[config.mk]
export PLATFORM = sky130hd
export DESIGN_NAME = sync_fifo_ext_flat
export DESIGN_NICKNAME = d
export VERILOG_FILES = /design/src/rtl/sync_fifo_ext_if.sv /design/src/rtl/sync_fifo_ext.sv /design/src/flat_wrapper.sv
export SDC_FILE = /design/constraint.sdc
export NUM_CORES = 1
export LEC_CHECK = 0
export BUFFER_PORTS_ARGS = -buffer_cell sky130_fd_sc_hd__buf_2
export CAP_MARGIN = 20
export CORE_MARGIN = 2
export CORE_UTILIZATION = 58
export CTS_BUF_LIST = sky130_fd_sc_hd__clkbuf_16
export CTS_CLUSTER_DIAMETER = 80
export CTS_CLUSTER_SIZE = 25
export DETAILED_ROUTE_END_ITERATION = 7
export PLACE_DENSITY_LB_ADDON = 0.12
export REMOVE_ABC_BUFFERS = 1
export SYNTH_ARGS = -nofsm -noshare
export SYNTH_HDL_FRONTEND = slang
export SYNTH_SLANG_ARGS = --single-unit
[constraint.sdc]
create_clock -name fifo_clk -period 4.7 [get_ports fifo_clk]
set_input_delay 0.235 -clock fifo_clk [delete_from_list [all_inputs] [get_ports fifo_clk]]
set_output_delay 0.235 -clock fifo_clk [all_outputs]
set_load 0.05 [all_outputs]
[src/rtl/sync_fifo_ext_if.sv]
// Handshake/data bundle between a sync_fifo_ext instance and its user.
// Latency: n/a (wires only).
// Backpressure: n/a; the full/afull and empty/aempty status lines carry it.
// Ports: master drives flush/wen/wdata/ren/clr_err and observes status, read data and error flags;
//        slave is the FIFO side.
interface sync_fifo_ext_if #(
  parameter int FIFO_WIDTH = 8,
  parameter int FIFO_DEPTH = 16
);
  localparam int CNT_W = $clog2(FIFO_DEPTH + 1);

  logic                  fifo_flush;
  logic                  fifo_wen;
  logic [FIFO_WIDTH-1:0] fifo_wdata;
  logic                  fifo_full;
  logic                  fifo_afull;
  logic                  fifo_ren;
  logic [FIFO_WIDTH-1:0] fifo_rdata;
  logic                  fifo_rvalid;
  logic                  fifo_empty;
  logic                  fifo_aempty;
  logic [CNT_W-1:0]      fifo_count;
  logic                  fifo_clr_err;
  logic                  fifo_overflow;
  logic                  fifo_underflow;

  modport master (
    output fifo_flush, fifo_wen, fifo_wdata, fifo_ren, fifo_clr_err,
    input  fifo_full, fifo_afull, fifo_rdata, fifo_rvalid, fifo_empty,
           fifo_aempty, fifo_count, fifo_overflow, fifo_underflow
  );

  modport slave (
    input  fifo_flush, fifo_wen, fifo_wdata, fifo_ren, fifo_clr_err,
    output fifo_full, fifo_afull, fifo_rdata, fifo_rvalid, fifo_empty,
           fifo_aempty, fifo_count, fifo_overflow, fifo_underflow
  );
endinterface

[src/rtl/sync_fifo_ext.sv]
// Single-clock FIFO with any depth, occupancy count, almost flags, flush and sticky error flags.
// Latency: FWFT=1 head word visible combinationally; FWFT=0 read data one cycle after an accepted read.
// Backpressure: writes to a full FIFO are dropped (overflow) unless a read is accepted in the same cycle;
//               reads from an empty FIFO are dropped (underflow).
// Ports: fifo_clk, fifo_rst_n (async, active-low), bus (sync_fifo_ext_if.slave).
module sync_fifo_ext #(
  parameter int FIFO_WIDTH    = 8,
  parameter int FIFO_DEPTH    = 16,
  parameter int AFULL_THRESH  = FIFO_DEPTH - 2,
  parameter int AEMPTY_THRESH = 2,
  parameter bit FWFT          = 1'b1
) (
  input logic            fifo_clk,
  input logic            fifo_rst_n,
  sync_fifo_ext_if.slave bus
);
  localparam int CW = $clog2(FIFO_DEPTH + 1);
  localparam int PW = (FIFO_DEPTH > 1) ? $clog2(FIFO_DEPTH) : 1;
  localparam logic [CW-1:0] DEPTH_C  = CW'(FIFO_DEPTH);
  localparam logic [CW-1:0] AFULL_C  = CW'(AFULL_THRESH);
  localparam logic [CW-1:0] AEMPTY_C = CW'(AEMPTY_THRESH);
  localparam logic [PW-1:0] LAST_PTR = PW'(FIFO_DEPTH - 1);

  logic [FIFO_WIDTH-1:0] mem [FIFO_DEPTH];

  logic [PW-1:0]         wptr_q, wptr_d;
  logic [PW-1:0]         rptr_q, rptr_d;
  logic [CW-1:0]         count_q, count_d;
  logic                  overflow_q, overflow_d;
  logic                  underflow_q, underflow_d;
  logic [FIFO_WIDTH-1:0] rdata_q, rdata_d;
  logic                  rvalid_q, rvalid_d;

  logic                  full, empty, rd_acc, wr_acc, ovf_set, udf_set;
  logic [FIFO_WIDTH-1:0] head;

  // Status decodes come from the count register only, so they lag an access by one cycle.
  assign full  = (count_q == DEPTH_C);
  assign empty = (count_q == '0);
  assign head  = mem[rptr_q];

  // Flush overrides both requests. A read on empty is never bypassed by a same-cycle write.
  assign rd_acc  = bus.fifo_ren & ~empty & ~bus.fifo_flush;
  assign wr_acc  = bus.fifo_wen & (~full | rd_acc) & ~bus.fifo_flush;
  assign ovf_set = bus.fifo_wen & full & ~rd_acc & ~bus.fifo_flush;
  assign udf_set = bus.fifo_ren & empty & ~bus.fifo_flush;

  always_comb begin
    wptr_d   = wptr_q;
    rptr_d   = rptr_q;
    count_d  = count_q;
    rdata_d  = rdata_q;
    rvalid_d = 1'b0;
    if (bus.fifo_flush) begin
      wptr_d  = '0;
      rptr_d  = '0;
      count_d = '0;
    end else begin
      if (wr_acc) begin
        wptr_d = (wptr_q == LAST_PTR) ? '0 : wptr_q + PW'(1);
      end
      if (rd_acc) begin
        rptr_d   = (rptr_q == LAST_PTR) ? '0 : rptr_q + PW'(1);
        rdata_d  = head;
        rvalid_d = 1'b1;
      end
      count_d = count_q + CW'(wr_acc) - CW'(rd_acc);
    end
    // Setting beats a same-cycle clear.
    overflow_d  = ovf_set | (overflow_q  & ~bus.fifo_clr_err);
    underflow_d = udf_set | (underflow_q & ~bus.fifo_clr_err);
  end

  always_ff @(posedge fifo_clk or negedge fifo_rst_n) begin
    if (!fifo_rst_n) begin
      wptr_q      <= '0;
      rptr_q      <= '0;
      count_q     <= '0;
      overflow_q  <= 1'b0;
      underflow_q <= 1'b0;
      rdata_q     <= '0;
      rvalid_q    <= 1'b0;
    end else begin
      wptr_q      <= wptr_d;
      rptr_q      <= rptr_d;
      count_q     <= count_d;
      overflow_q  <= overflow_d;
      underflow_q <= underflow_d;
      rdata_q     <= rdata_d;
      rvalid_q    <= rvalid_d;
    end
  end

  // Storage is deliberately left out of reset.
  always_ff @(posedge fifo_clk) begin
    if (wr_acc) begin
      mem[wptr_q] <= bus.fifo_wdata;
    end
  end

  assign bus.fifo_full      = full;
  assign bus.fifo_empty     = empty;
  assign bus.fifo_afull     = (count_q >= AFULL_C);
  assign bus.fifo_aempty    = (count_q <= AEMPTY_C);
  assign bus.fifo_count     = count_q;
  assign bus.fifo_overflow  = overflow_q;
  assign bus.fifo_underflow = underflow_q;
  assign bus.fifo_rdata     = FWFT ? (empty ? '0 : head) : rdata_q;
  assign bus.fifo_rvalid    = FWFT ? ~empty : rvalid_q;
endmodule

[src/flat_wrapper.sv]
// flat-port wrapper written by rule: the top's interface ports become plain ports
module sync_fifo_ext_flat 
#(
  parameter int FIFO_WIDTH    = 8,
  parameter int FIFO_DEPTH    = 16,
  parameter int AFULL_THRESH  = FIFO_DEPTH - 2,
  parameter int AEMPTY_THRESH = 2,
  parameter bit FWFT          = 1'b1
)
  (fifo_clk, fifo_rst_n, bus_fifo_flush, bus_fifo_wen, bus_fifo_wdata, bus_fifo_ren, bus_fifo_clr_err, bus_fifo_full, bus_fifo_afull, bus_fifo_rdata, bus_fifo_rvalid, bus_fifo_empty, bus_fifo_aempty, bus_fifo_count, bus_fifo_overflow, bus_fifo_underflow);
  sync_fifo_ext_if #(.FIFO_WIDTH(FIFO_WIDTH), .FIFO_DEPTH(FIFO_DEPTH)) bus_i ();
  input logic fifo_clk;
  input logic fifo_rst_n;
  input wire logic [$bits(bus_i.fifo_flush)-1:0] bus_fifo_flush;
  input wire logic [$bits(bus_i.fifo_wen)-1:0] bus_fifo_wen;
  input wire logic [$bits(bus_i.fifo_wdata)-1:0] bus_fifo_wdata;
  input wire logic [$bits(bus_i.fifo_ren)-1:0] bus_fifo_ren;
  input wire logic [$bits(bus_i.fifo_clr_err)-1:0] bus_fifo_clr_err;
  output wire logic [$bits(bus_i.fifo_full)-1:0] bus_fifo_full;
  output wire logic [$bits(bus_i.fifo_afull)-1:0] bus_fifo_afull;
  output wire logic [$bits(bus_i.fifo_rdata)-1:0] bus_fifo_rdata;
  output wire logic [$bits(bus_i.fifo_rvalid)-1:0] bus_fifo_rvalid;
  output wire logic [$bits(bus_i.fifo_empty)-1:0] bus_fifo_empty;
  output wire logic [$bits(bus_i.fifo_aempty)-1:0] bus_fifo_aempty;
  output wire logic [$bits(bus_i.fifo_count)-1:0] bus_fifo_count;
  output wire logic [$bits(bus_i.fifo_overflow)-1:0] bus_fifo_overflow;
  output wire logic [$bits(bus_i.fifo_underflow)-1:0] bus_fifo_underflow;
  assign bus_i.fifo_flush = bus_fifo_flush;
  assign bus_i.fifo_wen = bus_fifo_wen;
  assign bus_i.fifo_wdata = bus_fifo_wdata;
  assign bus_i.fifo_ren = bus_fifo_ren;
  assign bus_i.fifo_clr_err = bus_fifo_clr_err;
  assign bus_fifo_full = bus_i.fifo_full;
  assign bus_fifo_afull = bus_i.fifo_afull;
  assign bus_fifo_rdata = bus_i.fifo_rdata;
  assign bus_fifo_rvalid = bus_i.fifo_rvalid;
  assign bus_fifo_empty = bus_i.fifo_empty;
  assign bus_fifo_aempty = bus_i.fifo_aempty;
  assign bus_fifo_count = bus_i.fifo_count;
  assign bus_fifo_overflow = bus_i.fifo_overflow;
  assign bus_fifo_underflow = bus_i.fifo_underflow;
  sync_fifo_ext #(.FIFO_WIDTH(FIFO_WIDTH), .FIFO_DEPTH(FIFO_DEPTH), .AFULL_THRESH(AFULL_THRESH), .AEMPTY_THRESH(AEMPTY_THRESH), .FWFT(FWFT)) u_core (.fifo_clk(fifo_clk), .fifo_rst_n(fifo_rst_n), .bus(bus_i));
endmodule
# Word-level counts from Yosys, hierarchy flattened
# Memory sizes are Yosys's and may differ from the RTL's.
# Cells that the tools add are included.
[op_classes]
n_addsub = 4
n_mul = 0
n_div = 0
magnitude_cmp = 2
n_eq_ne = 3
shift = 0
n_mux = 10
bitwise = 19
reduce_logical = 3
[ops]
columns = ["cell", "count"]
rows = [
  ["$mux 4", 6],
  ["$and 1x1->1", 11],
  ["$add 4x1->4 const B", 2],
  ["$eq 4x4->1 const B", 2],
  ["$mux 8", 1],
  ["$add 5x1->5", 1],
  ["$eq 5x5->1 const B", 1],
  ["$ge 5x4->1 const B", 1],
  ["$le 5x2->1 const B", 1],
  ["$logic_not 5->1", 1],
  ["$mux 5", 1],
  ["$not 1->1", 5],
  ["$sub 5x1->5", 1],
  ["$reduce_bool 2->1", 2],
  ["$or 1x1->1", 3],
  ["$mux 1", 2],
]
[totals]
regBits = 15
latchBits = 0
ramBits = 128
romBits = 0
output_inout_bits = 20
n_memories = 1
[mem_list]
columns = ["memory", "depth", "width", "rd", "rd_ports_with_merged_regs", "write_ports", "line", "rtl"]
rows = [
  ["u_core.mem", 16, 8, 1, 0, 1, "sync_fifo_ext.sv:24", "logic [FIFO_WIDTH-1:0] mem [FIFO_DEPTH];"],
]

# Logic depth before layout (Yosys ltp)
# Gate-level depths: netlist of run 1.
[logic_depth]
ltp_word = 10
mapped_depth = 15

# Worst setup path after synthesis of run 1
# No wires, ideal clock.
[synth_path]
path_kind = "register to register"
startpoint = "reg u_core.count_q[2] (netlist: u_core.bus.fifo_count[2])"
endpoint = "reg u_core.count_q[4] (netlist: u_core.bus.fifo_count[4])"
setup_time_ps = 132
arrival_time_ps = 3344
t_required_ps = 4568
path_slack_ps = 1224
stages_incl_launch_ff = 16
path_buffers = 1
cell_sequence = "dfrtp_1 > inv_1 > ha_1 > or4b_1 > buf_6 > inv_1 > nor2_1 > ha_1 > inv_1 > ha_1 > inv_1 > fa_1 > o21bai_1 > a21oi_1 > xnor2_1 > nor2_1"
[synth_between]
elab_chain_cells = 10
[synth_lines]
columns = ["item", "line", "rtl"]
rows = [
  ["start, declared", "sync_fifo_ext.sv:28", "logic [CW-1:0] count_q, count_d;"],
  ["start signal, assigned", "sync_fifo_ext.sv:86", "count_q <= count_d;"],
  ["$logic_not 5->1 (*)", "sync_fifo_ext.sv:39", "assign empty = (count_q == '0);"],
  ["$not 1->1 (*)", "-", ""],
  ["net bus_fifo_rvalid", "flat_wrapper.sv:22", "output wire logic [$bits(bus_i.fifo_rvalid)-1:0] bus_fifo_rvalid;"],
  ["$and 1x1->1 (*) (2 in a row)", "sync_fifo_ext.sv:43", "assign rd_acc = bus.fifo_ren & ~empty & ~bus.fifo_flush;"],
  ["$or 1x1->1", "sync_fifo_ext.sv:44", "assign wr_acc = bus.fifo_wen & (~full | rd_acc) & ~bus.fifo_flush;"],
  ["$and 1x1->1 (2 in a row)", "sync_fifo_ext.sv:44", ""],
  ["$add 5x1->5", "sync_fifo_ext.sv:67", "count_d = count_q + CW'(wr_acc) - CW'(rd_acc);"],
  ["$sub 5x1->5 (*)", "sync_fifo_ext.sv:67", ""],
  ["$mux 5 (*)", "sync_fifo_ext.sv:54", "if (bus.fifo_flush) begin"],
  ["net u_core.count_d[4]", "sync_fifo_ext.sv:28", ""],
]
# Mark *: on every way through the listed nets, which the timed path passes. The rest lies on a longest branch.
# A chain may end at the register's enable or synchronous reset.

# Final worst setup path of run 1
[layout_path]
startpoint = "reg u_core.count_q[2] (netlist: u_core.bus.fifo_count[2])"
endpoint = "reg u_core.count_q[4] (netlist: u_core.bus.fifo_count[4])"
[layout_between]
elab_chain_cells = 10
[layout_lines]
columns = ["item", "line"]
rows = [
  ["$logic_not 5->1", "sync_fifo_ext.sv:39"],
  ["$not 1->1", "sync_fifo_ext.sv:43"],
  ["$and 1x1->1 (2 in a row)", "sync_fifo_ext.sv:43"],
  ["$or 1x1->1", "sync_fifo_ext.sv:44"],
  ["$and 1x1->1 (2 in a row)", "sync_fifo_ext.sv:44"],
  ["$add 5x1->5", "sync_fifo_ext.sv:67"],
  ["$sub 5x1->5 (*)", "sync_fifo_ext.sv:67"],
  ["$mux 5 (*)", "sync_fifo_ext.sv:54"],
  ["net u_core.count_d[4]", "sync_fifo_ext.sv:28"],
]
# Marks and branches as above.

==> results of run 1 <==
==> timing repair <==
item,in CTS,in global routing
hold buffers,1,0
setup endpoints to repair,0,0
hold endpoints to repair,15,0
setup buffers,0,0
==> cell families after synthesis <==
| kind of cell | count (synthesis) |
|---|---|
| DFF | 143 |
| and+or+nand+nor | 52 |
| muxes | 41 |
| AOI/OAI and AO/OA | 35 |
| buffers and inverters | 30 |
| adders and majority gates | 16 |
| xor gates and xnor gates | 6 |
==> area by class of cell <==
type	count	area (sq um)	share of cell area [%]
clock buffers	17	425	6.21
clock inverters	15	125	1.83
inverters	17	63.8	0.931
multi-input cells	150	1630	23.8
flip-flops and latches	143	4220	61.6
well taps	136	170	2.48
repair buffers	37	218	3.18
==> power breakdown <==
group / internal (uW) / switching (uW) / total (uW)
Sequential: 1430 / 71.0 / 1500
Clock: 690 / 541 / 1230
Combinational: 392 / 700 / 1090
==> layout by cell type (no fill, tap or decap), types with 6 or more instances in the layout <==
master | synthesis | routed
edfxtp_1 | 128 | 128
buf_2 | 5 | 33
mux4_2 | 32 | 32
inv_1 | 17 | 17
and2_1 | 17 | 17
clkbuf_16 | 0 | 17
ha_1 | 15 | 15
dfrtp_1 | 15 | 14
nor2_1 | 10 | 10
mux2i_1 | 9 | 9
o21ai_1 | 9 | 9
nand2_1 | 9 | 9
a22oi_2 | 7 | 7
a21oi_1 | 7 | 7
inv_6 | 0 | 6
==> path summary, 6_finish.rpt <==
kind                                           start                         to  slack [ns]
setup / recovery            u_core.bus.fifo_count[2]   u_core.bus.fifo_count[4]        1.59
hold / removal                      bus_fifo_clr_err  u_core.bus.fifo_underflow        0.04
setup reg to reg            u_core.bus.fifo_count[2]   u_core.bus.fifo_count[4]        1.59
hold reg to reg            u_core.bus.fifo_underflow  u_core.bus.fifo_underflow        0.54
max in group asynchronous                 fifo_rst_n           u_core.rptr_q[0]        4.15
min in group asynchronous                 fifo_rst_n           u_core.wptr_q[3]        0.26
==> critical path: stages, from the launching register on <==
cell	delay, ns
dfrtp_1	0.41
inv_1	0.12
ha_1	0.20
or4b_1	0.60
inv_1	0.22
nor2_1	0.08
ha_1	0.27
inv_1	0.05
ha_1	0.16
inv_1	0.05
fa_1	0.39
o21bai_1	0.16
a21oi_1	0.09
xnor2_1	0.13
nor2_1	0.05
==> sequential cells by signal, summed over array words and instances, names as in the netlist <==
signal,flops
u_core.mem,128
u_core.bus.fifo_count,5
u_core.rptr_q,4
u_core.wptr_q,4
u_core.bus.fifo_overflow,1
u_core.bus.fifo_underflow,1
==> metal layers <==
metal / GRT usage [%] / wire [microns]
met5: 0 / 0
met4: 6.77 / 125
met3: 5.13 / 515
met2: 33.2 / 5360
met1: 30.6 / 4770
==> stage by stage <==
stage	hold slack, ns	total power [uW]
global placement	0.160	2600
finish	0.0394	3820
detailed placement	0.166	2610
global route	0.0391	3990
CTS	0.0276	3830
floorplan	-0.0606	2360
==> reports/results.ini, run 1 <==
[sta]
clock_skew_ns = 0.00684
max-slew-margin-rel_pct = 50.9
fin_ws_ns = 1.59
setup_viol = 0
post-route-period-util_pct = 66.1
rsz0062_at_grt = no
report.final.slew_viol_count = 0
final.min_clock_period_ns = 3.11
fin_tns_setup_ns = 0
fmax_ghz = 0.322
worst_pin_slew_ns = 0.737
hold_violations = 0

[synth]
synth_simple_gate_area_share_pct = 5.12
synthMuxAreaShare_pct = 13.5
synth_top_family_by_area = multiplexers
synth_area_sq_mm = 0.00599
synth_xor_xnor_area_share_pct = 0.878
synth_top_area_share_pct = 64.2
synth_seq_cells = 143
netlist_top_cells_count = 128 x edfxtp_1, 32 x mux4_2, 17 x and2_1, 17 x inv_1
synth-main-ff-cell = edfxtp_1
yosysSeqAreaShare_pct = 70.5
syn_avg_cell_area_sq_um = 18.5
synth-edff-count = 128
synth_compound_area_share_pct = 4.26
synth_fa_ha_area_share_pct = 3.47
synth_area_leader_cell = edfxtp_1
ys_warn_count = 0
synth_cells = 323
synth.distinct_cells = 37
post_synth_main_area_contributors = edfxtp_1 64%, mux4_2 12%, dfrtp_1 6.3%, ha_1 3.1%, and2_1 1.8%
synthMostInstantiatedCell = edfxtp_1
synth-async-reset-ratio_pct = 10.5

[global_routing]
overflow = 0
grt_pass1_wl_microns = 17000
grt_use_total_pct = 21.4
grt_pass1_vias = 3058
grt_antenna_before_repair = 0
grt_max_degree = 26

[detailed_routing]
vias = 2990
final_antenna_net_count = 0
routed_wl_microns = 10800
wl_per_cell_microns = 20.9
vias_per_cell = 5.81
drt_pass1_iterations = 4
remaining_drc_errors = 0
drt_first_iter_violations = 144

[layout]
fin_area_sq_mm = 0.00686
nFillCells = 687
drive_gt1_share_pct = 29.0
areaGrowthSynthToFinish_pct = 14.5
fin_nets = 396
final_core_util_pct = 67.3
layoutNonFillerInstCount = 515
diodes = 0

[placed_design]
place_hpwl_microns = 6780
globalplace.congestion = 0.771
place_inst = 481
place_ws_ns = 1.60
place_area_sq_mm = 0.00627
portBuffers = 33

[setup_path]
criticalPathCategory = register to register
worstSetupStartpointType = register
end_kind = register
arrival_ns = 3.39
r2r_cells = 14
required_ns = 4.99
crit_fanout = 9

[status]
outcome = finished clean

[flow_run]
maxCapViolCount = 0

[power_and_ir_drop]
p_per_area_mw_per_mm2 = 558
peakVddDrop_v = 0.000502
leakagePower_uw = 0.00236

[die]
dieArea_sq_mm = 0.0111
rows = 37
core-area_sq_mm = 0.0102
chipWidth_microns = 106
die_h_microns = 106
ios = 34
initial_core_util_pct = 58.8

[cts]
clock-root-buffer = clkbuf_16
cts.reportedPaths.clkPinSlew_ns = 0.06
cts_resized = 0
cts-htree-levels = 4
cts_sinks = 143
clk_latency_ns = 0.41
numCtsBuffers = 17
tritoncts = built
ctsLongestPathBuffers = 2

[worst_hold_path]
hold_class = input pin to register
worstHoldPathCells = 2

Note: power is estimated with default switching activity, not from simulation.
==> run 2, diff against run 1 <==
==> constraint.sdc (replaced) <==
create_clock -name fifo_clk -period 2.9 [get_ports fifo_clk]
set_input_delay 0.145 -clock fifo_clk [delete_from_list [all_inputs] [get_ports fifo_clk]]
set_output_delay 0.145 -clock fifo_clk [all_outputs]
set_load 0.05 [all_outputs]
==> run 2 against run 1 <==
Net effect:
- die area is the same
- setup slack lost 1.4 ns
- critical path type is now register to primary output
- flip-flop and latch count is the same
==> reports/results.ini, run 2 (synthesized netlist as in run 1, its figures left out) <==
[detailed_routing]
routed_wl_microns = 11500
wl_per_cell_microns = 22.0
vias = 3059
drt_first_iter_violations = 222
drt_pass1_iterations = 5
vias_per_cell = 5.86
final_antenna_net_count = 0
remaining_drc_errors = 0

[power_and_ir_drop]
peakVddDrop_v = 0.000820
leakagePower_uw = 0.00244
p_per_area_mw_per_mm2 = 942

[setup_path]
required_ns = 2.76
r2r-end = u_core.bus.fifo_count[4]
critPathBufInv = 6
arrival_ns = 2.57
path_common_cell = buf_4
cp.depth = 11
r2r_cells = 14
r2r_start = u_core.bus.fifo_count[3]
worstPathCellList = inv_2 > ha_2 > or4b_4 > inv_1 > buf_4 > nor3b_4 > buf_12 > buf_4 > a22oi_2 > o21ai_1 > buf_2
end_kind = primary output
crit_path_end = bus_fifo_rdata[5]
criticalPathCategory = register to primary output
crit_fanout = 6
worstSetupStartpointType = register
crit_path_max_incr_delay_ns = 0.46
crit_path_start = u_core.bus.fifo_count[3]
regToRegSetupSlack_ns = 0.19
cpLargestDelayFamily = buffers and inverters
cpMaxStageDelayCell = or4b_4

[die]
initial_core_util_pct = 58.8
ios = 34
die_h_microns = 106
chipWidth_microns = 106
core-area_sq_mm = 0.0102
rows = 37
dieArea_sq_mm = 0.0111

[global_routing]
grt_pass1_wl_microns = 17600
grt_use_total_pct = 22.2
grt_max_degree = 37
grt_pass1_vias = 3130
overflow = 0
grt_antenna_before_repair = 0

[layout]
final_common_cell = edfxtp_1
final_cell_mix = 128 x edfxtp_1, 33 x buf_2, 32 x mux4_2
areaGrowthSynthToFinish_pct = 17.3
drive_gt1_share_pct = 31.1
nFillCells = 663
diodes = 0
fin_nets = 403
largest_register_ffs = 128
largest_register = u_core.mem
final_core_util_pct = 68.9

[placed_design]
place_hpwl_microns = 6930
portBuffers = 33
globalplace.congestion = 0.809

[sta]
post-route-period-util_pct = 93.8
report.final.slew_viol_count = 0
clock_skew_ns = 0.00840
holdWs_ns = 0.0572
rsz0062_at_grt = yes
max-slew-margin-rel_pct = 46.5
worst_pin_slew_ns = 0.802
hold_violations = 0
setup_viol = 0
fin_tns_setup_ns = 0
final.min_clock_period_ns = 2.72
fmax_ghz = 0.368

[cts]
clock-root-buffer = clkbuf_16
tritoncts = built
cts-htree-levels = 4
clk_latency_ns = 0.41
cts_sinks = 143
numCtsBuffers = 17
ctsLongestPathBuffers = 2
cts.reportedPaths.clkPinSlew_ns = 0.06

[status]
outcome = finished clean

[worst_hold_path]
hold_class = input pin to register

[flow_run]
maxCapViolCount = 0

==> run 2: cell count changes in the layout (fill, tap and decap cells not counted), sizes merged <==
cell,change
clkinv,-3
bufinv,+4
clkinvlp,-1
dlygate4sd3,+1
buf,+6
==> run 2: where the power goes <==
group / total (uW) / internal [uW] / switching (uW)
Combinational: 1890 / 691 / 1200
Clock: 2330 / 1460 / 869
Sequential: 2390 / 2320 / 77.7
Total: 6610 / 4460 / 2150
==> run 2: layout make-up <==
class / instances / area, sq um / area share [%]
clock inverters: 15 / 208 / 2.96
inverters: 17 / 63.8 / 0.909
flip-flops and latches: 143 / 4220 / 60.1
repair buffers: 44 / 290 / 4.14
clock buffers: 17 / 425 / 6.06
multi-input cells: 150 / 1640 / 23.4
well taps: 136 / 170 / 2.42
==> run 2: per-layer routing <==
layer	routed length, microns	track usage, %	vias up
met5	0	0	-
met4	187	7.24	0
met3	651	5.63	15
met2	5720	34.9	109
met1	4900	31.0	1564
li1	-	-	1371
==> run 2: stage by stage <==
step	instances	setup WS [ns]	instance area, sq um	power (uW)
3_5_place_dp	484	0.0578	6300	4310
4_1_cts	518	0.0184	6960	6640
2_1_floorplan	310	-0.843	5920	3830
6_report	522	0.181	7020	6610
3_3_place_gp	484	0.174	6300	4280
5_1_grt	522	-0.00434	7020	6870
==> run 2: worst min-delay path by stage <==
stage	cells past startpoint	to	start
after floorplan	0	u_core.bus.fifo_count[0]	fifo_rst_n
after global placement	1	u_core.wptr_q[1]	fifo_rst_n
final	2	u_core.bus.fifo_overflow	bus_fifo_wen
after detailed placement	1	u_core.wptr_q[1]	fifo_rst_n
after CTS	2	u_core.bus.fifo_overflow	bus_fifo_wen
after global routing	2	u_core.bus.fifo_overflow	bus_fifo_wen
==> run 2: timing repair <==
item                                   4_1_cts  5_1_grt
hold buffers                                 2        0
gates resized for setup                      0        5
setup endpoints to repair                    0        5
endpoints found under the hold margin       16        0
buffers inserted                             0        4
